`src/rtl/btn_move_scheduler.sv`:
```
// btn_move_scheduler: turns synchronized button rising edges into queued, locked-out cursor moves on an 8x8 matrix (clk/reset, 4 buttons, move_ready in; move_valid/X, pos_row/pos_col, edge_hit/overflow out)
module btn_move_scheduler #(
  parameter int LOCKOUT_CYC = 4,
  parameter int START_ROW = 7,
  parameter int START_COL = 0
) (
  input  logic       clk,
  input  logic       reset,
  input  logic       btnTop,
  input  logic       btnBottom,
  input  logic       btnLeft,
  input  logic       btnRight,
  input  logic       move_ready,
  output logic       move_valid,
  output logic [1:0] X,
  output logic [2:0] pos_row,
  output logic [2:0] pos_col,
  output logic       edge_hit,
  output logic       overflow
);
  typedef enum logic [1:0] {IDLE, PRESENT, LOCKOUT} state_t;
  state_t state_q, state_d;
  logic [3:0] s1_q, s2_q, prev_q, rise, lock_q, lock_d;
  logic [1:0][1:0] fifo_q, fifo_d;
  logic [1:0] cnt_q, cnt_d, x_q, x_d, win;
  logic [2:0] row_q, row_d, col_q, col_d;
  logic hit_q, hit_d, ovf_q, push, pop, drop, accept, widx;
  assign rise = s2_q & ~prev_q;
  assign win = rise[0] ? 2'd0 : rise[1] ? 2'd1 : rise[2] ? 2'd2 : 2'd3;
  assign pop = state_q == IDLE && cnt_q != 2'd0;
  assign push = |rise && (cnt_q != 2'd2 || pop);
  assign drop = |rise && cnt_q == 2'd2 && !pop;
  assign accept = state_q == PRESENT && move_ready;
  assign widx = cnt_q[1] | (cnt_q[0] & ~pop);
  always_comb begin
    fifo_d = fifo_q;
    cnt_d = cnt_q + 2'(push) - 2'(pop);
    if (pop) fifo_d[0] = fifo_q[1];
    if (push) fifo_d[widx] = win;
  end
  always_comb begin
    state_d = state_q;
    lock_d = lock_q;
    x_d = x_q;
    row_d = row_q;
    col_d = col_q;
    hit_d = 1'b0;
    if (pop) begin
      state_d = PRESENT;
      x_d = fifo_q[0];
    end
    if (accept) begin
      state_d = LOCKOUT_CYC == 0 ? IDLE : LOCKOUT;
      lock_d = 4'(LOCKOUT_CYC);
      hit_d = (x_q == 2'd0 && row_q == 3'd0) || (x_q == 2'd1 && row_q == 3'd7) ||
              (x_q == 2'd2 && col_q == 3'd0) || (x_q == 2'd3 && col_q == 3'd7);
      row_d = hit_d ? row_q : x_q == 2'd0 ? row_q - 3'd1 : x_q == 2'd1 ? row_q + 3'd1 : row_q;
      col_d = hit_d ? col_q : x_q == 2'd2 ? col_q - 3'd1 : x_q == 2'd3 ? col_q + 3'd1 : col_q;
    end
    if (state_q == LOCKOUT) begin
      lock_d = lock_q - 4'd1;
      state_d = lock_q <= 4'd1 ? IDLE : LOCKOUT;
    end
  end
  always_ff @(posedge clk) begin
    if (reset) begin
      state_q <= IDLE;
      s1_q <= '0;
      s2_q <= '0;
      prev_q <= '0;
      fifo_q <= '0;
      cnt_q <= '0;
      lock_q <= '0;
      x_q <= '0;
      row_q <= 3'(START_ROW);
      col_q <= 3'(START_COL);
      hit_q <= 1'b0;
      ovf_q <= 1'b0;
    end else begin
      state_q <= state_d;
      s1_q <= {btnRight, btnLeft, btnBottom, btnTop};
      s2_q <= s1_q;
      prev_q <= s2_q;
      fifo_q <= fifo_d;
      cnt_q <= cnt_d;
      lock_q <= lock_d;
      x_q <= x_d;
      row_q <= row_d;
      col_q <= col_d;
      hit_q <= hit_d;
      ovf_q <= drop;
    end
  end
  assign move_valid = state_q == PRESENT;
  assign X = x_q;
  assign pos_row = row_q;
  assign pos_col = col_q;
  assign edge_hit = hit_q;
  assign overflow = ovf_q;
endmodule

```
`config.mk`:
```
export PLATFORM = sky130hd
export DESIGN_NAME = btn_move_scheduler
export DESIGN_NICKNAME = d
export VERILOG_FILES = /design/src/rtl/btn_move_scheduler.sv
export SDC_FILE = /design/constraint.sdc
export NUM_CORES = 1
export LEC_CHECK = 0
export ABC_AREA = 1
export CAP_MARGIN = 25
export CORE_AREA = 2 2 54 56
export CTS_BUF_LIST = sky130_fd_sc_hd__clkbuf_4
export CTS_CLUSTER_DIAMETER = 40
export CTS_CLUSTER_SIZE = 25
export DETAILED_ROUTE_END_ITERATION = 7
export DIE_AREA = 0 0 56 58
export GPL_TIMING_DRIVEN = 0
export PLACE_DENSITY = 0.84
export SLEW_MARGIN = 20
export SYNTH_ARGS = -nofsm -noshare
export SYNTH_HDL_FRONTEND = slang
export SYNTH_SLANG_ARGS = --single-unit
```
`constraint.sdc`:
```
create_clock -name clk -period 5.2 [get_ports clk]
set_clock_uncertainty 0.1 [all_clocks]
set_input_delay 1.04 -clock clk [delete_from_list [all_inputs] [get_ports clk]]
set_output_delay 1.04 -clock clk [all_outputs]
set_load 0.01 [all_outputs]
```
==> impl_metrics.py, run 1 <==
metrics = {
    "power_and_ir_drop": {
        "ir_drop_mv": 0.3396,
        "p_seq_share_pct": 39.9,
        "p_switching_mw": 0.3309,
        "clock_power_share_pct": 22.0,
        "p_comb_share_pct": 38.1,
        "p_leak_nw": 0.8712,
        "p_sw_share_pct": 38.00,
        "intPower_mw": 0.5398,
        "powerDensity_nw_per_um2": 468.3,
    },
    "worst_setup_path": {
        "crit_path_top_delay_cell": "clkdlybuf4s50_1",
        "endpoint_kind": "primary output",
        "path_cells": "inv_2, nor2_4, clkdlybuf4s50_1",
        "r2r_end": "cnt_q[1]$_SDFF_PP0_",
        "critPathBufInv": 2,
        "worst_path_dominant_cell_family": "buffers and inverters",
        "max_stage_delay_ns": 0.55,
        "worstSetupStartpointType": "flip-flop",
        "critPathMaxFanout": 4,
        "path_class": "reg -> out",
        "r2r_setup_slack_ns": 3.30,
        "rr_startpoint": "state_q[1]$_SDFFE_PP0P_",
        "arrival_ns": 1.47,
        "cp.depth": 3,
        "r2r_cells": 10,
        "required_ns": 4.06,
    },
    "clock_network": {
        "clockBufferDepth": 2,
        "ctsResizeCount": 0,
        "holdBufCountCts": 0,
        "numCtsBuffers": 5,
        "post_cts_buffers": 0,
        "clk_pin_slew_ns": 0.11,
        "cts.sinks": 34,
        "clkLatencyLatePin_ns": 0.33,
        "htreeDepth": 2,
        "clk_root_buffer_cell": "clkbuf_4",
        "cts_tree": "built",
    },
    "global_routing": {
        "grt.total_usage_pct": 18.35,
        "overflow": 0,
        "grt_first_pass_wirelength_um": 4650,
        "grt_max_degree": 13,
        "antenna_found_initial": 0,
        "grt_pass1_vias": 1165,
    },
    "sta": {
        "slew_violations": 0,
        "slew_headroom_pct": 74.10,
        "period_share_pct": 50.18,
        "fin_crit_ns": 2.609,
        "final.setup.tns_ns": 0,
        "max_freq_mhz": 383.2,
        "hold_viol_final": 0,
        "tightest_slew_ns": 0.3885,
        "rsz0062_at_grt": "false",
        "setup_violations": 0,
    },
    "die": {
        "start_util_pct": 59.26,
        "die_width_um": 56,
        "die_h_um": 58,
        "rows": 19,
        "die-area_um2": 3248,
        "pin_count": 18,
        "placeableCoreArea_um2": 2663,
    },
    "yosys": {
        "synth_area_per_cell_um2": 7.478,
        "yosysWarnings": 0,
        "seq_area_frac_synth_pct": 43.14,
        "synth_nets": 224,
        "synthTopCellsByArea": "dfxtp_1 43%, inv_1 11%, nand2_1 7.4%, nor2_1 7.1%, o21ai_0 4.4%",
        "synth_top_area_share_pct": 43.14,
        "synth.cell_area_um2": 1578,
        "yosysUniqueCellTypes": 26,
        "yosysTopAreaCell": "dfxtp_1",
        "synth_cells": 211,
        "ys_seq_elements": 34,
    },
    "routing": {
        "via_per_inst": 4.857,
        "antenna_left": 0,
        "first_iter_violations": 40,
        "wirelength_um": 2611,
        "wire_per_inst_um": 9.816,
        "first_pass_iters": 4,
        "drc": 0,
        "vias": 1292,
    },
    "run": {
        "maxCapViolations": 0,
    },
    "layout": {
        "mostFrequentLayoutCell": "inv_1",
        "final_area_um2": 1859,
        "drive_gt1_share_pct": 10.64,
        "post-route-util_pct": 69.83,
        "nFillCells": 232,
        "final_nets": 247,
        "regArea_um2": 680.7,
        "final_cell_mix": "45 x inv_1, 34 x dfxtp_1, 31 x nand2_1, 30 x nor2_1, 16 x clkdlybuf4s50_1",
        "multi_input_area_um2": 703.2,
        "diodes": 0,
        "area_delta_synth_final_pct": 17.84,
    },
    "worst_hold_path": {
        "worst_hold_path.num_cells": 2,
        "min_path_type": "reg -> reg",
        "hold_end": "s2_q[2]$_SDFF_PP0_",
        "min_from": "s1_q[2]$_SDFF_PP0_",
    },
    "placed_design": {
        "place.gp.congestion": 0.7776,
        "hpwl_um": 1961,
        "io_buffers": 16,
        "placed_cell_area_um2": 1777,
    },
    "outcome": {
        "status": "finished clean",
    },
}
-- cell type report --
cell class              instances  share of cell area (%)
plain buffers                   3                  0.7402
clock buffers                   5                   2.019
clock inverters                 3                   2.423
inverters                      48                   9.690
multi-input cells             126                   37.82
flip-flops and latches         34                   36.61
well taps                      31                   2.086
repair buffers                 16                   8.614
-- worst max path at each step --
stage	startpoint	to	slack [ns]
CTS	state_q[0]$_SDFFE_PP0P_	move_valid	2.57
floorplan	reset	state_q[1]$_SDFFE_PP0P_	3.34
global route	state_q[0]$_SDFFE_PP0P_	move_valid	2.53
detailed placement	move_ready	pos_row[0]$_SDFFE_PP1P_	2.84
global placement	move_ready	pos_row[2]$_SDFFE_PP1P_	2.84
finish	state_q[0]$_SDFFE_PP0P_	move_valid	2.59
-- kinds of logic after synthesis --
group                      synth area share, %
and+or+nand+nor                          25.61
buffers and inverters                    12.29
DFF                                      43.14
AOI/OAI and AO/OA                        11.02
adders and majority gates                5.710
xor gates and xnor gates                 2.221
-- per-stage QoR --
stage / hold slack (ns) / worst slack (ns) / cells / power [mW]
floorplan: 0.2883 / 3.345 / 211 / 0.5934
global placement: 0.2885 / 2.843 / 258 / 0.6703
detailed placement: 0.2952 / 2.842 / 258 / 0.6839
CTS: 0.3099 / 2.573 / 266 / 0.8770
global route: 0.3271 / 2.529 / 266 / 0.9419
finish: 0.3077 / 2.591 / 266 / 0.8707
-- metal layers --
metal	vias up	share of wire [%]	track usage (%)
li1	692	-	-
met1	569	48	21.76
met2	27	47	31.76
met3	4	3.8	4.688
met4	0	0.96	7.823
met5	-	0	0
-- Yosys cell counts (all sizes together) --
master   n
nand3b   1
nand4    2
o211ai   3
inv     48
buf      3
nand3   13
nor3     2
ha       4
xor2     2
fa       2
dfxtp   34
o32ai    1
nor2    32
xnor2    2
a21oi   12
nand2   35
o21ai   15
-- worst reg2reg max path: cells and delay by family, from the launching register on --
family                     cells  cell delay [ns]
AOI/OAI and AO/OA              2             0.20
xor gates and xnor gates       1             0.15
and+or+nand+nor                4             0.50
buffers and inverters          1             0.04
DFF                            1             0.38
adders and majority gates      2             0.43
-- state kept, by name, indices dropped and copies added, names as in the netlist --
name / cells
X: 2
cnt_q: 2
edge_hit: 1
fifo_q: 4
lock_q: 4
overflow: 1
pos_col: 3
pos_row: 3
prev_q: 4
s1_q: 4
s2_q: 4
state_q: 2
-- power groups by stage --
stage                     clock network, mW  logic, mW  registers [mW]
after detailed placement                  0      0.332           0.352
after CTS                             0.197      0.333           0.347
final                                 0.192      0.332           0.347
after global routing                  0.210      0.377           0.355
after global placement                    0      0.319           0.351
after floorplan                           0      0.241           0.352
(Power assumes the default switching activity.)
==> run 2, diff against run 1 <==
Settings changed: CORE_AREA 2 2 54 56 to 2 2 59 61, DIE_AREA 0 0 56 58 to 0 0 61 63, PLACE_DENSITY 0.84 to 0.74.
Clock period 5.2 ns to 2.3 ns, I/O delays scaled along.
==> run 2 against run 1 <==
Die area rose by 18%. Highest routed layer unchanged. Critical path type unchanged. Worst setup slack got worse by 2.3 ns. Final area fell by 0.54%. Clock-buffer cell count rose by 1. Largest power group unchanged. Sequential cell count did not move. Non-clock buffer count did not move. Sequential share of layout area rose by 0.20 points. Sequential power rose by 130%.
==> impl_metrics.py, run 2 (synthesis results as in run 1) <==
metrics = {
    "outcome": {
        "status": "finished clean",
    },
    "layout": {
        "diodes": 0,
        "final_cell_mix": "45 x inv_1, 34 x dfxtp_1, 31 x nand2_1, 30 x nor2_1, 16 x clkdlybuf4s50_1",
        "area_delta_synth_final_pct": 17.21,
        "post-route-util_pct": 57.22,
        "final_nets": 247,
        "mostFrequentLayoutCell": "inv_1",
        "drive_gt1_share_pct": 10.21,
        "final_area_um2": 1849,
    },
    "clock_network": {
        "clockBufferDepth": 2,
        "clkLatencyLatePin_ns": 0.33,
        "ctsResizeCount": 0,
        "numCtsBuffers": 5,
        "clk_root_buffer_cell": "clkbuf_4",
        "htreeDepth": 2,
        "clk_pin_slew_ns": 0.10,
        "cts.sinks": 34,
        "post_cts_buffers": 0,
        "cts_tree": "built",
        "holdBufCountCts": 0,
    },
    "worst_setup_path": {
        "critPathBufInv": 2,
        "crit_path_top_delay_cell": "clkdlybuf4s50_1",
        "arrival_ns": 1.44,
        "path_class": "reg -> out",
        "critPathMaxFanout": 4,
        "max_stage_delay_ns": 0.54,
        "path_cells": "inv_2, nor2_4, clkdlybuf4s50_1",
        "worstSetupStartpointType": "flip-flop",
        "r2r_cells": 10,
        "worst_path_dominant_cell_family": "buffers and inverters",
        "r2r_setup_slack_ns": 0.35,
        "endpoint_kind": "primary output",
        "r2r_end": "cnt_q[1]$_SDFF_PP0_",
        "required_ns": 1.74,
        "rr_startpoint": "state_q[1]$_SDFFE_PP0P_",
    },
    "worst_hold_path": {
        "worst_hold_path.num_cells": 2,
        "hold_end": "s2_q[0]$_SDFF_PP0_",
        "min_path_type": "reg -> reg",
        "min_from": "s1_q[0]$_SDFF_PP0_",
    },
    "routing": {
        "first_iter_violations": 45,
        "routed.top_layer": "met4",
        "vias": 1273,
        "wl_met1_um": 1199,
        "wl_met2_um": 1166,
        "wirelength_um": 2509,
        "drc": 0,
        "wl_met3_um": 102,
        "wire_per_inst_um": 8.929,
        "first_pass_iters": 4,
        "via_per_inst": 4.530,
        "antenna_left": 0,
    },
    "sta": {
        "fin_crit_ns": 2.000,
        "setup_violations": 0,
        "rsz0062_at_grt": "false",
        "fin_ws_ns": 0.2997,
        "max_freq_mhz": 499.9,
        "hold_viol_final": 0,
        "period_share_pct": 86.97,
        "tightest_slew_ns": 0.3789,
        "slew_violations": 0,
        "slew_headroom_pct": 74.74,
        "final.setup.tns_ns": 0,
    },
    "global_routing": {
        "antenna_found_initial": 0,
        "grt_pass1_vias": 1197,
        "grt_max_degree": 11,
        "grt_first_pass_wirelength_um": 4733,
        "grt.total_usage_pct": 16.13,
        "overflow": 0,
    },
    "die": {
        "start_util_pct": 48.82,
        "die_h_um": 63,
        "rows": 21,
        "die-area_um2": 3843,
        "die_width_um": 61,
        "pin_count": 18,
        "placeableCoreArea_um2": 3232,
    },
    "power_and_ir_drop": {
        "p_switching_mw": 0.7175,
        "clock_power_share_pct": 17.3,
        "p_seq_share_pct": 42.5,
        "intPower_mw": 1.119,
        "ir_drop_mv": 0.6244,
        "p_sw_share_pct": 39.07,
        "p_comb_share_pct": 40.2,
        "powerDensity_nw_per_um2": 992.9,
        "p_leak_nw": 0.8668,
    },
    "placed_design": {
        "place.gp.congestion": 0.8021,
        "io_buffers": 16,
        "hpwl_um": 1864,
        "dpl_worst_slack_ns": 0.3847,
        "placed_cell_area_um2": 1795,
    },
    "run": {
        "maxCapViolations": 0,
    },
}
[run 2: cell types whose count changed in the layout (fill, tap and decap cells not counted)]
cell,change
clkinvlp_4,-2
bufinv_16,-1
clkbuf_4,+1
clkinv_1,+1
clkinv_2,+1
[run 2: worst max path at each step]
| stage | start | to | slack, ns | depth (start not counted) |
|---|---|---|---|---|
| 3_5_place_dp | state_q[1]$_SDFFE_PP0P_ | cnt_q[1]$_SDFF_PP0_ | 0.38 | 10 |
| 4_1_cts | state_q[0]$_SDFFE_PP0P_ | move_valid | 0.29 | 3 |
| 3_3_place_gp | state_q[1]$_SDFFE_PP0P_ | cnt_q[1]$_SDFF_PP0_ | 0.44 | 10 |
| 5_1_grt | prev_q[0]$_SDFF_PP0_ | cnt_q[1]$_SDFF_PP0_ | 0.16 | 12 |
| 6_report | state_q[0]$_SDFFE_PP0P_ | move_valid | 0.30 | 3 |
| 2_1_floorplan | state_q[1]$_SDFFE_PP0P_ | cnt_q[1]$_SDFF_PP0_ | 0.55 | 10 |
[run 2: per-layer routing]
layer	global-route usage, %	vias up
met1	19.15	557
met3	5.590	5
met5	0	-
met2	26.34	18
li1	-	693
met4	5.707	0
[run 2: worst register-to-register path, stage by stage, from the launching register on]
cell and delay, ns:
dfxtp_1 0.38, nor2_1 0.18, nand2_2 0.15, nand3_2 0.12
nand2_1 0.06, ha_1 0.26, inv_1 0.06, ha_1 0.15
xor2_1 0.19, o21ai_0 0.10, a21oi_1 0.12
[run 2: metrics by stage]
step           power [mW]  hold WS, ns  std cells
2_1_floorplan       1.342       0.2883        211
3_3_place_gp        1.521       0.2894        273
3_5_place_dp        1.535       0.2924        273
4_1_cts             1.859       0.3072        281
5_1_grt             2.013       0.3168        281
6_report            1.836       0.3036        281
[run 2: final cells by class]
class / count / area, um2
Buffer: 3 / 13.76
Fill cell: 319 / 1383
Sequential cell: 34 / 680.7
Tap cell: 46 / 57.56
Multi-Input combinational cell: 126 / 703.2
Clock inverter: 2 / 8.758
Clock buffer: 6 / 45.04
Inverter: 48 / 180.2
Timing Repair Buffer: 16 / 160.2
[run 2: power groups by stage]
stage	logic, mW	clock network (mW)	registers [mW]
floorplan	0.546	0	0.796
global placement	0.727	0	0.794
detailed placement	0.741	0	0.795
CTS	0.747	0.330	0.782
global route	0.858	0.359	0.796
finish	0.738	0.317	0.781
==> run 3, diff against run 2 <==
Settings changed: PLACE_DENSITY 0.74 to 0.73.
==> run 3 against run 2 <==
Largest power group unchanged. Highest routed layer unchanged. Combinational power up 0.5%. Sequential power about the same. Global-route usage grew 0.62 points.
==> impl_metrics.py, run 3 (synthesis results as in run 1) <==
metrics = {
    "worst_setup_path": {
        "critPathMaxFanout": 4,
        "max_stage_delay_ns": 0.54,
        "r2r_setup_slack_ns": 0.38,
        "crit_path_top_delay_cell": "clkdlybuf4s50_1",
        "worstSetupStartpointType": "flip-flop",
        "rr_startpoint": "prev_q[0]$_SDFF_PP0_",
        "r2r_end": "cnt_q[1]$_SDFF_PP0_",
        "arrival_ns": 1.46,
        "critPathBufInv": 2,
        "endpoint_kind": "primary output",
        "path_cells": "inv_2, nor2_4, clkdlybuf4s50_1",
        "cp.depth": 3,
        "r2r_cells": 12,
        "required_ns": 1.74,
        "path_class": "reg -> out",
        "worst_path_dominant_cell_family": "buffers and inverters",
    },
    "layout": {
        "mostFrequentLayoutCell": "inv_1",
        "final_nets": 247,
        "drive_gt1_share_pct": 10.64,
        "diodes": 0,
        "area_delta_synth_final_pct": 20.54,
        "final_cell_mix": "45 x inv_1, 34 x dfxtp_1, 31 x nand2_1, 30 x nor2_1, 16 x clkdlybuf4s50_1",
        "nFillCells": 306,
    },
    "clock_network": {
        "numCtsBuffers": 5,
        "clockBufferDepth": 2,
        "clk_root_buffer_cell": "clkbuf_4",
        "clkLatencyLatePin_ns": 0.35,
        "htreeDepth": 2,
        "clk_pin_slew_ns": 0.11,
        "ctsResizeCount": 0,
        "post_cts_buffers": 0,
        "cts.sinks": 34,
        "cts_tree": "built",
        "holdBufCountCts": 0,
    },
    "placed_design": {
        "dpl_worst_slack_ns": 0.4170,
        "place.gp.congestion": 0.8270,
        "hpwl_um": 1903,
        "io_buffers": 16,
    },
    "sta": {
        "hold_viol_final": 0,
        "slew_headroom_pct": 75.37,
        "rsz0062_at_grt": "false",
        "fin_crit_ns": 2.019,
        "period_share_pct": 87.78,
        "final.setup.tns_ns": 0,
        "max_freq_mhz": 495.3,
        "fin_ws_ns": 0.2810,
        "slew_violations": 0,
        "tightest_slew_ns": 0.3694,
        "setup_violations": 0,
    },
    "global_routing": {
        "grt.total_usage_pct": 16.74,
        "grt_first_pass_wirelength_um": 4747,
        "grt_pass1_vias": 1134,
        "overflow": 0,
        "grt_max_degree": 13,
        "antenna_found_initial": 0,
    },
    "routing": {
        "first_iter_violations": 56,
        "wire_per_inst_um": 9.256,
        "via_per_inst": 4.527,
        "antenna_left": 0,
        "vias": 1272,
        "wirelength_um": 2601,
        "first_pass_iters": 4,
        "drc": 0,
    },
    "die": {
        "start_util_pct": 48.82,
        "die_width_um": 61,
        "die-area_um2": 3843,
        "placeableCoreArea_um2": 3232,
        "rows": 21,
        "pin_count": 18,
        "die_h_um": 63,
    },
    "outcome": {
        "status": "finished clean",
    },
    "worst_hold_path": {
        "min_from": "s1_q[1]$_SDFF_PP0_",
        "hold_end": "s2_q[1]$_SDFF_PP0_",
        "worst_hold_path.num_cells": 2,
        "min_path_type": "reg -> reg",
    },
    "power_and_ir_drop": {
        "p_leak_nw": 0.8891,
        "ir_drop_mv": 0.4494,
        "powerDensity_nw_per_um2": 1094,
    },
    "run": {
        "maxCapViolations": 0,
    },
}
run 3: changes by cell type in the layout (fill, tap and decap cells not counted):
cell / before / now
clkbuf_4: 6 / 5
clkinv_1: 1 / 0
clkinv_4: 0 / 1
bufinv_16: 0 / 2
clkinv_2: 1 / 0
run 3: power breakdown:
| part | internal, mW | total (mW) | switching, mW | leakage (nW) |
|---|---|---|---|---|
| registers | 0.691 | 0.781 | 0.0897 | 0.278 |
| logic | 0.301 | 0.742 | 0.441 | 0.555 |
| clock network | 0.340 | 0.557 | 0.217 | 0.0554 |
| total | 1.33 | 2.08 | 0.748 | 0.889 |
run 3: worst min-delay path, stage by stage (launching register included):
cell and delay, ns:
dfxtp_1 0.31, inv_1 0.04, nor2_1 0.03
run 3: worst max-delay path by stage:
stage / startpoint / endpoint / slack (ns)
after floorplan: state_q[1]$_SDFFE_PP0P_ / cnt_q[1]$_SDFF_PP0_ / 0.55
after global placement: state_q[1]$_SDFFE_PP0P_ / cnt_q[1]$_SDFF_PP0_ / 0.44
after detailed placement: prev_q[0]$_SDFF_PP0_ / cnt_q[1]$_SDFF_PP0_ / 0.42
after CTS: state_q[0]$_SDFFE_PP0P_ / move_valid / 0.26
after global routing: prev_q[0]$_SDFF_PP0_ / cnt_q[1]$_SDFF_PP0_ / 0.16
final: state_q[0]$_SDFFE_PP0P_ / move_valid / 0.28
run 3: per-layer routing:
layer	vias to the layer above	routed length, um	part of all wire (%)	track usage (%)
met5	-	0	0	0
met3	6	133	5.1	6.832
met4	0	60	2.3	8.152
met2	24	1099	42	24.06
met1	552	1308	50	21.35
li1	690	-	-	-
run 3: area by class of cell:
class,instances,area [um2],share of cell area [%]
Buffer,3,13.76,0.7237
Tap cell,46,57.56,3.026
Inverter,48,180.2,9.474
Timing Repair Buffer,16,160.2,8.421
Clock buffer,5,37.54,1.974
Multi-Input combinational cell,126,703.2,36.97
Clock inverter,3,68.82,3.618
Sequential cell,34,680.7,35.79
run 3: stage by stage:
stage | util, % | hold slack, ns | power (mW) | std cells | area (um2)
finish | 58.85 | 0.3080 | 2.080 | 281 | 1902
detailed placement | 55.56 | 0.2928 | 1.539 | 273 | 1795
global placement | 55.56 | 0.2898 | 1.519 | 273 | 1795
floorplan | - | 0.2883 | 1.342 | 211 | 1578
CTS | 58.85 | 0.3083 | 2.097 | 281 | 1902
global route | 58.85 | 0.3108 | 2.273 | 281 | 1902
==> patch 1, RTL diff (config.mk and constraints of run 3) <==
Add an input register stage for `btnTop`, `btnBottom`, `btnLeft` and `btnRight`, with the module's reset; this delays them by one clock. The other inputs are not delayed to match.
--- a/src/rtl/btn_move_scheduler.sv
+++ b/src/rtl/btn_move_scheduler.sv
@@ -19,6 +19,26 @@
   output logic       overflow
 );
   typedef enum logic [1:0] {IDLE, PRESENT, LOCKOUT} state_t;
+
+  logic btnTop_q;
+  logic btnBottom_q;
+  logic btnLeft_q;
+  logic btnRight_q;
+
+  always_ff @(posedge clk) begin
+    if (reset) begin
+      btnTop_q    <= '0;
+      btnBottom_q <= '0;
+      btnLeft_q   <= '0;
+      btnRight_q  <= '0;
+    end else begin
+      btnTop_q    <= btnTop;
+      btnBottom_q <= btnBottom;
+      btnLeft_q   <= btnLeft;
+      btnRight_q  <= btnRight;
+    end
+  end
+
   state_t state_q, state_d;
   logic [3:0] s1_q, s2_q, prev_q, rise, lock_q, lock_d;
   logic [1:0][1:0] fifo_q, fifo_d;
@@ -78,7 +98,7 @@
       ovf_q <= 1'b0;
     end else begin
       state_q <= state_d;
-      s1_q <= {btnRight, btnLeft, btnBottom, btnTop};
+      s1_q <= {btnRight_q, btnLeft_q, btnBottom_q, btnTop_q};
       s2_q <= s1_q;
       prev_q <= s2_q;
       fifo_q <= fifo_d;
Check against the original RTL: not equivalent (a bounded check fails within 10 cycles, from zero or initial values and one cycle with reset high).
==> patch 1 against run 3 <==
- worst setup slack worse by 21 ps
- via count up 5.8%
- die area unchanged
- sequential cell count up 4
- sequential power up 7.8%
- power down 4.6%
- wire length up 4.3%
- clock power down 18%
- synthesized area up 4.8%
- cell area up 3.3%
- critical path type unchanged
- largest cell class is now registers
==> patch 1: results (changes against run 3) <==
status: finished clean (unchanged)
worst slack at placement: 253.9 ps (was 417.0 ps)
sum of net half-perimeters after detailed placement: 2.003 mm (was 1.903 mm)
1st-iter DRT viols: 114 (was 56)
Gate power share: 34.5% (was 35.7%)
Routed met1 length: 1.280 mm (was 1.308 mm)
Post-Layout Cell Count: 296 (was 281)
number of vias per cell after detailed routing: 4.547 (was 4.527)
All-Layer GR Usage: 17.35% (was 16.74%)
pin count of the biggest net entering global routing: 14 (was 13)
xor/xnor share of the synthesized area: 1.589% (was 2.220%)
Final #Nets: 262 (was 247)
met3 Usage GRT: 6.418% (was 6.832%)
crit path DAT: 1480 ps (was 1460 ps)
met3 WL: 117 um (was 133 um)
wire length per cell: 9.162 um (was 9.256 um)
dpl cell area: 1882 sq um (was 1795 sq um)
met1 Usage GRT: 20.81% (was 21.35%)
met2 track utilization from global routing: 26.61% (was 24.06%)
cell types with the highest counts after synthesis: sky130_fd_sc_hd__inv_1, sky130_fd_sc_hd__dfxtp_1, sky130_fd_sc_hd__nand2_1 (unchanged)
number of I/O port buffers: 17 (was 16)
sequential share of power: 42.4% (was 37.5%)
power of the combinational group: 684 uW (was 742 uW)
global-route wire length before repair: 5.023 mm (was 4.747 mm)
last weighted congestion value of the routability-driven placer: 0.8059 (was 0.8270)
complex-gate fraction of the synthesized area: 9.455% (was 11.02%)
routed wl met2: 1.255 mm (was 1.099 mm)
placed insts: 288 (was 273)
fraction of layout instances using a drive strength above 1: 7.200% (was 10.64%)
vias in the first global route: 1269 (was 1134)
Rel. slew slack: 69.62% (was 75.37%)
critical-path maximum fanout: 3 (was 4)
internal power: 1.263 mW (was 1.332 mW)
patch 1: cell types whose count changed in the layout (fill, tap and decap cells not counted), moves of 3 or more:
cell / before / now
sky130_fd_sc_hd__nand3_1: 9 / 15
sky130_fd_sc_hd__inv_1: 45 / 50
sky130_fd_sc_hd__nand2_1: 31 / 36
sky130_fd_sc_hd__dfxtp_1: 34 / 38
sky130_fd_sc_hd__clkbuf_1: 0 / 3
patch 1: final timing paths:
path	from	endpoint	slack [ps]	cells past startpoint
setup / recovery	state_q[0]	move_valid	260	3
hold / removal	btnTop_q	s1_q[0]	310	2
setup reg to reg	s2_q[0]	cnt_q[1]	360	11
hold reg to reg	btnTop_q	s1_q[0]	310	2
patch 1: cell type report:
type                    count  area [sq um]
plain buffers               3         11.26
clock buffers               5         37.54
clock inverters             3         45.04
fillers                   305          1267
inverters                  52         195.2
multi-input cells         132         686.9
flip-flops and latches     38         760.7
well taps                  46         57.56
repair buffers             17         170.2
==> patch 2, RTL diff (config.mk and constraints of run 3) <==
Without the edit above. Set the parameter `START_ROW` to 3 (it was 7).
--- a/src/rtl/btn_move_scheduler.sv
+++ b/src/rtl/btn_move_scheduler.sv
@@ -1,7 +1,7 @@
 // btn_move_scheduler: turns synchronized button rising edges into queued, locked-out cursor moves on an 8x8 matrix (clk/reset, 4 buttons, move_ready in; move_valid/X, pos_row/pos_col, edge_hit/overflow out)
 module btn_move_scheduler #(
   parameter int LOCKOUT_CYC = 4,
-  parameter int START_ROW = 7,
+  parameter int START_ROW = 3,
   parameter int START_COL = 0
 ) (
   input  logic       clk,
Check against the original RTL: not equivalent (a bounded check fails within 4 cycles, from zero or initial values and one cycle with reset high).
==> patch 2 against run 3 <==
- clock power is 0.9% lower
- synthesized area rose by 2.0%
- wire length increased by 9.2%
- sequential cell count did not move
- hold slack improved by 0.71 ps
- worst setup slack got worse by 14 ps
- via count is 6.1% higher
- power is essentially flat
- cell area up 2.2%
- count of clock-buffer cells in the layout unchanged
- largest cell class unchanged
- largest power group unchanged
==> patch 2: results (changes against run 3) <==
multiplexer area fraction after synthesis: 0.6221% (was 0%)
final-layout fill cell count: 303 (was 306)
complex-gate fraction of the synthesized area: 10.58% (was 11.02%)
worst-case clock buffer depth: 2 (unchanged)
leakage power: 0.9006 nW (was 0.8891 nW)
syn_nets: 229 (was 224)
global-route wire length before repair: 5.195 mm (was 4.747 mm)
cell types with the highest counts after synthesis: sky130_fd_sc_hd__inv_1, sky130_fd_sc_hd__nand2_1, sky130_fd_sc_hd__dfxtp_1 (was sky130_fd_sc_hd__inv_1, sky130_fd_sc_hd__dfxtp_1, sky130_fd_sc_hd__nand2_1)
post-synthesis cell type count: 29 (was 26)
sum of net half-perimeters after detailed placement: 2.070 mm (was 1.903 mm)
fraction of the mapped netlist area in adder cells: 5.599% (was 5.710%)
status: finished clean (unchanged)
most used flip-flop cell after synthesis: sky130_fd_sc_hd__dfxtp_1 (unchanged)
xor/xnor share of the synthesized area: 1.089% (was 2.220%)
All-Layer GR Usage: 17.96% (was 16.74%)
fraction of layout instances using a drive strength above 1: 11.62% (was 10.64%)
crit path DAT: 1470 ps
vias in the first global route: 1306 (was 1134)
pin slew with the least headroom to its limit: 382.0 ps (was 369.4 ps)
Final #Nets: 253 (was 247)
wire length per cell: 9.899 um (was 9.256 um)
maximum VDD drop: 0.4720 mV (was 0.4494 mV)
top cells by area in the synthesized netlist: sky130_fd_sc_hd__dfxtp_1, sky130_fd_sc_hd__inv_1, sky130_fd_sc_hd__nand2_1 (unchanged)
last weighted congestion value of the routability-driven placer: 0.8210 (was 0.8270)
worst slack at placement: 393.3 ps (was 417.0 ps)
critical-path maximum fanout: 4 (unchanged)
number of vias per cell after detailed routing: 4.700 (was 4.527)
sequential share of the synthesized area: 42.30% (was 43.14%)
number of I/O port buffers: 17 (was 16)
1st-iter DRT viols: 77 (was 56)
## patch 2: critical path, stage by stage (launching register included)
cell and delay, ps:
sky130_fd_sc_hd__dfxtp_1 410, sky130_fd_sc_hd__inv_2 70, sky130_fd_sc_hd__nor2_4 110, sky130_fd_sc_hd__clkdlybuf4s50_1 550
## patch 2: cell type report
class                   count  area share (%)
inverters                  48           9.272
repair buffers             17           8.757
well taps                  46           2.962
plain buffers               4           1.288
clock inverters             3           3.542
flip-flops and latches     34           35.03
clock buffers               5           1.932
multi-input cells         130           37.22
## patch 2: worst paths after layout
check / start / endpoint / slack [ps] / depth (start not counted)
hold reg to reg: s1_q[3] / s2_q[3] / 310 / 2
setup reg to reg: state_q[1] / cnt_q[1] / 390 / 10
hold / removal: s1_q[3] / s2_q[3] / 310 / 2
setup / recovery: state_q[0] / move_valid / 270 / 3
## patch 2: power by group
part	internal, mW	switching [mW]
clock network	0.340	0.212
logic	0.305	0.457
registers	0.683	0.0827
## patch 2: logic make-up (layout without fill, tap and decap cells)
| group | after synthesis | count (layout) |
|---|---|---|
| buffers and inverters | 52 | 77 |
| flip-flops | 34 | 34 |
| XOR/XNOR | 2 | 2 |
| AO/OA/AOI/OAI | 31 | 31 |
| multiplexers | 1 | 1 |
| AND/OR/NAND/NOR | 90 | 90 |
| adder cells (fa/ha/maj) | 6 | 6 |
## patch 2: layer usage
layer	part of all wire, %	vias up	track usage, %
li1	-	716	-
met1	45	590	19.61
met2	48	39	29.44
met3	5.1	4	6.625
met4	1.5	0	9.239
met5	0	-	0
## patch 2: metrics by stage
step / std cells / total power [mW] / area [sq um]
final: 287 / 2.080 / 1943
after global routing: 287 / 2.240 / 1943
after CTS: 287 / 2.095 / 1943
after detailed placement: 279 / 1.537 / 1837
after global placement: 279 / 1.516 / 1837
after floorplan: 216 / 1.334 / 1609
